==> config.mk <==
export PLATFORM = sky130hd
export DESIGN_NAME = wbr_chain
export DESIGN_NICKNAME = d
export VERILOG_FILES = /design/src/rtl/wbr_pkg.sv /design/src/rtl/wbr_cell_gen.sv /design/src/rtl/wbr_chain.sv
export SDC_FILE = /design/constraint.sdc
export NUM_CORES = 1
export LEC_CHECK = 0
export ABC_AREA = 1
export ABC_CLOCK_PERIOD_IN_PS = 2000
export CAP_MARGIN = 30
export CORE_ASPECT_RATIO = 0.9
export CORE_UTILIZATION = 50
export DETAILED_ROUTE_END_ITERATION = 16
export GPL_TIMING_DRIVEN = 0
export PLACE_DENSITY_LB_ADDON = 0.15
export SYNTH_ARGS = -nofsm -noshare
export SYNTH_HDL_FRONTEND = slang
export SYNTH_HIERARCHICAL = 1
export SYNTH_SLANG_ARGS = --single-unit
==> constraint.sdc <==
create_clock -name clk -period 2 [get_ports clk]
set_clock_uncertainty 0.15 [all_clocks]
set_input_delay 0.5 -clock clk [delete_from_list [all_inputs] [get_ports clk]]
set_output_delay 0.5 -clock clk [all_outputs]
set_load 0.005 [all_outputs]
==> src/rtl/wbr_pkg.sv <==
// Shared types and constants for the IEEE 1500 wrapper boundary register.
package wbr_pkg;

  typedef enum logic [1:0] {
    WBR_HOLD,
    WBR_SHIFT,
    WBR_CAPTURE,
    WBR_TRANSFER
  } wbr_op_e;

  localparam int WBR_CNT_W = 16;

  // Shift wins over capture, capture over transfer; update is decoded separately.
  function automatic wbr_op_e wbr_decode(input logic shift, input logic capture,
                                         input logic transfer);
    if (shift) return WBR_SHIFT;
    if (capture) return WBR_CAPTURE;
    if (transfer) return WBR_TRANSFER;
    return WBR_HOLD;
  endfunction

endpackage

==> src/rtl/wbr_cell_gen.sv <==
// One boundary cell: shift flop, optional update flop and the cfo output mux.
module wbr_cell_gen
  import wbr_pkg::*;
#(
  parameter int   UPDATE_STAGE = 1,
  parameter logic SAFE_BIT     = 1'b0,
  parameter logic CAPTURE_EN   = 1'b1
) (
  input  logic    clk,
  input  logic    arst,
  input  wbr_op_e op,
  input  logic    update,
  input  logic    ser_in,
  input  logic    cfi,
  input  logic    mode,
  input  logic    safe,
  output logic    sr_q,
  output logic    cfo
);

  logic r_sr;
  logic w_ur;

  if (UPDATE_STAGE != 0) begin : g_ur
    logic r_ur;
    always_ff @(posedge clk or posedge arst) begin
      if (arst) r_ur <= SAFE_BIT;
      else if (update) r_ur <= r_sr;
    end
    assign w_ur = r_ur;
  end else begin : g_no_ur
    // Without an update flop, test mode drives straight from the shift stage
    // and transfer reloads the cell with itself.
    logic w_unused_update;
    assign w_unused_update = update;
    assign w_ur = r_sr;
  end

  always_ff @(posedge clk or posedge arst) begin
    if (arst) begin
      r_sr <= 1'b0;
    end else begin
      case (op)
        WBR_SHIFT:    r_sr <= ser_in;
        WBR_CAPTURE:  if (CAPTURE_EN) r_sr <= cfi;
        WBR_TRANSFER: r_sr <= w_ur;
        default:      r_sr <= r_sr;
      endcase
    end
  end

  assign sr_q = r_sr;
  assign cfo  = safe ? SAFE_BIT : (mode ? w_ur : cfi);

endmodule

==> src/rtl/wbr_chain.sv <==
// Wrapper boundary register: WIDTH cells in one serial chain from wsi to wso,
// with shared op decode and a saturating shift counter for length checks.
module wbr_chain
  import wbr_pkg::*;
#(
  parameter int               WIDTH        = 8,
  parameter int               UPDATE_STAGE = 1,
  parameter logic [WIDTH-1:0] SAFE_VALUE   = '0,
  parameter logic [WIDTH-1:0] CAPTURE_MASK = '1
) (
  input  logic                 clk,
  input  logic                 arst,
  input  logic                 wsi,
  output logic                 wso,
  input  logic [WIDTH-1:0]     cfi,
  output logic [WIDTH-1:0]     cfo,
  input  logic                 shift,
  input  logic                 capture,
  input  logic                 transfer,
  input  logic                 update,
  input  logic                 mode,
  input  logic                 safe,
  output logic [WBR_CNT_W-1:0] shift_cnt
);

  wbr_op_e              w_op;
  logic [WIDTH:0]       w_chain;
  logic [WBR_CNT_W-1:0] r_shift_cnt;

  assign w_op           = wbr_decode(shift, capture, transfer);
  assign w_chain[WIDTH] = wsi;
  assign wso            = w_chain[0];
  assign shift_cnt      = r_shift_cnt;

  // Cell i shifts in from cell i+1; the top cell takes wsi.
  for (genvar i = 0; i < WIDTH; i++) begin : g_cell
    wbr_cell_gen #(
      .UPDATE_STAGE(UPDATE_STAGE),
      .SAFE_BIT    (SAFE_VALUE[i]),
      .CAPTURE_EN  (CAPTURE_MASK[i])
    ) u_cell (
      .clk   (clk),
      .arst  (arst),
      .op    (w_op),
      .update(update),
      .ser_in(w_chain[i+1]),
      .cfi   (cfi[i]),
      .mode  (mode),
      .safe  (safe),
      .sr_q  (w_chain[i]),
      .cfo   (cfo[i])
    );
  end

  always_ff @(posedge clk or posedge arst) begin
    if (arst) begin
      r_shift_cnt <= '0;
    end else begin
      case (w_op)
        WBR_SHIFT:
          if (r_shift_cnt != '1) r_shift_cnt <= r_shift_cnt + WBR_CNT_W'(1);
        WBR_CAPTURE, WBR_TRANSFER: r_shift_cnt <= '0;
        default: r_shift_cnt <= r_shift_cnt;
      endcase
    end
  end

endmodule
==> metrics.txt <==
outcome=completed; number of enable flip-flop cells after synthesis=0; CTS tree=yes; Req. time, crit path=1.35 ns; r2r endpoint=shift_cnt[15]; Initial Util=54.1%; Hold Vio Cnt, Final=0; Finished Cell Area=2700 µm²; Main synth FF type=dfrtp_1; Detailed Route WL=4880 µm; Worst Path Class, Setup=in -> out; Core Util, Final=70.3%; dpl hpwl=3390 µm; clk_lat worst skew=0.28 ns; actual slew at the worst max-slew pin=0.626 ns; Slew HR=58.2%; Worst Setup Start Kind=primary input; WHS Endpoint=g_cell[0].u_cell/g_ur.r_ur; reg-to-reg slack, setup=0.15 ns; Clock transition at path regs=0.06 ns; Slew Viols, Final=0; Buffers & Inverters on Critical Path=2; Leak=1.52 nW; WHS=0.358 ns; Yosys cell types=19; CP Max Fanout=2; GRT overflow=0; Critical Path Slowest Stage Cell=clkdlybuf4s50_1; Post-Syn Area per Cell=6.37 µm²; Max Clk Rate=0.510 GHz; DRC violations left=0; core area=3840 µm²; Worst VDD drop=0.436 mV; Post-layout nets=400; top post-synthesis cells by area=dfrtp_1, nand2_1, inv_1; Worst Hold Class=reg -> reg; DRT Pass-1 Iters=5; crit path capture type=output port; maxcap violations=0; final period utilization=98.1%; average wire per standard cell=11.4 µm; area leader, netlist=dfrtp_1; die height=63.1 µm; CP Cell Sequence=clkdlybuf4s50_1, nand2_1, a21oi_2, buf_2; path depth of the worst reg2reg path=10; post-synthesis register bit count=32; Placer Congestion=0.886; initial detailed-routing violation count=104; htree depth=2; pin count of the biggest net entering global routing=25; Post-Syn Area=2080 µm²; synthesized netlist cell count=326; root buffer cell=clkbuf_8; All-Layer GR Usage=23.4%; final setup fails=0; hold depth=2; row count=21; Ys Warns=6; most frequent cell after synthesis=nand2_1; Synth top area share=38.6%; antenna violations before repair=0; # port buffers=41; Die ar.=4410 µm²; via/cell ratio=4.96; clock sink count=32; Worst R2R Start=shift_cnt[1]; layout cell share with drive strength beyond 1=10.7%; Antenna diodes=0; hold buffers post-CTS=0; # IOs=42; number of CTS-inserted buffers=5; synth cell count leaders=nand2_1, inv_1, dfrtp_1; Worst EP arrival=1.31 ns; Hold Crit Start=g_cell[0].u_cell/sr_q; area post-placement=2550 µm²; vias in the first global route=1953; deepest clock path buffer count=2; Async S/R FF share, synth=100%; Via Count=2128; Mapped Nets=344; area delta synth->final=29.9%; first-pass GRT wire length=8390 µm; register area share after synthesis=38.6%; die width=69.9 µm; RSZ-0062 raised after global routing=no; delay of the slowest critical-path stage=0.49 ns; Crit path max-delay family=buffers and inverters; Antenna Violating Nets Remaining=0; PD cells=602 nW/µm²; post-layout min period=1.96 ns
-- cells in the final DEF (no fill, tap or decap), types with 4 or more instances in the layout --
| master | netlist | routed |
|---|---|---|
| nor2_1 | 13 | 12 |
| nand2_1 | 130 | 130 |
| o21ai_0 | 9 | 8 |
| buf_2 | 1 | 8 |
| clkdlybuf4s50_1 | 0 | 31 |
| nand4_1 | 11 | 11 |
| a21oi_1 | 9 | 7 |
| clkbuf_8 | 0 | 6 |
| nor2_4 | 2 | 4 |
| dfrtp_1 | 32 | 30 |
| buf_4 | 0 | 8 |
| nand3_1 | 27 | 27 |
| inv_1 | 78 | 78 |
-- worst register-to-register path, cell delays in order, from the launching register on --
cell,delay (ns)
dfrtp_1,0.40
ha_2,0.21
nand2_1,0.11
nor2_4,0.19
nand2_2,0.11
nor2_4,0.13
nor2_4,0.08
nor2_8,0.13
buf_6,0.16
nand2_1,0.06
nand2_1,0.06
-- metal layers --
layer  vias up  wire length, µm  global-route usage (%)
met5         -                0                       0
met2        59             2270                    35.5
met4         0               58                    10.5
met1       971             2320                    32.1
met3         7              228                    5.12
li1       1091                -                       -
-- power breakdown --
part | internal, W | switching (W) | leakage [nW]
registers | 0.000714 | 0.0000514 | 0.410
logic | 0.000159 | 0.000188 | 1.06
clock network | 0.000280 | 0.000229 | 0.0455
total | 0.00115 | 0.000469 | 1.52
-- sequential cells by signal, summed over array words and instances (netlist names) --
register,cells
g_cell.u_cell/g_ur.r_ur,8
g_cell.u_cell/sr_q,8
shift_cnt,16
-- final cells by class --
type / instances / area [µm²]
Buffer: 2 / 22.5
Clock buffer: 8 / 90.1
Fill cell: 353 / 1140
Inverter: 78 / 293
Multi-Input combinational cell: 214 / 1000
Sequential cell: 32 / 803
Tap cell: 46 / 57.6
Timing Repair Buffer: 49 / 430
-- worst max-delay path by stage --
stage / startpoint / to / slack, ns / cells past startpoint
CTS: capture / shift_cnt[3] / -0.0007 / 6
finish: cfi[1] / cfo[1] / 0.04 / 4
detailed placement: mode / cfo[2] / -0.78 / 4
floorplan: transfer / g_cell[0].u_cell/sr_q / 0.11 / 6
global placement: transfer / g_cell[5].u_cell/sr_q / -0.78 / 7
global route: shift_cnt[1] / shift_cnt[0] / 0.005 / 10
-- stage by stage --
stage	setup TNS [ns]	std cells	total power [W]	setup slack (ns)
3_3_place_gp	-18.57	413	0.00111	-0.776
2_1_floorplan	0	326	0.000963	0.109
4_1_cts	-0.000692	421	0.00162	-0.000692
6_report	0	429	0.00162	0.0377
3_5_place_dp	-15.50	413	0.00112	-0.776
5_1_grt	0	429	0.00173	0.00467
-- cell families after synthesis --
| family | synth area share [%] |
|---|---|
| AOI/OAI and AO/OA | 4.70 |
| adders and majority gates | 0.603 |
| buffers and inverters | 14.9 |
| and+or+nand+nor | 39.5 |
| DFF | 38.6 |
| xor gates and xnor gates | 1.69 |
-- repair_timing --
action                                  in CTS  in global routing
endpoints found under the setup margin      32                 18
setup buffers                                0                  8
resized for setup                           39                  8
hold endpoints to repair                     0                  0
pin swaps                                    0                  3
(Power assumes the default switching activity.)
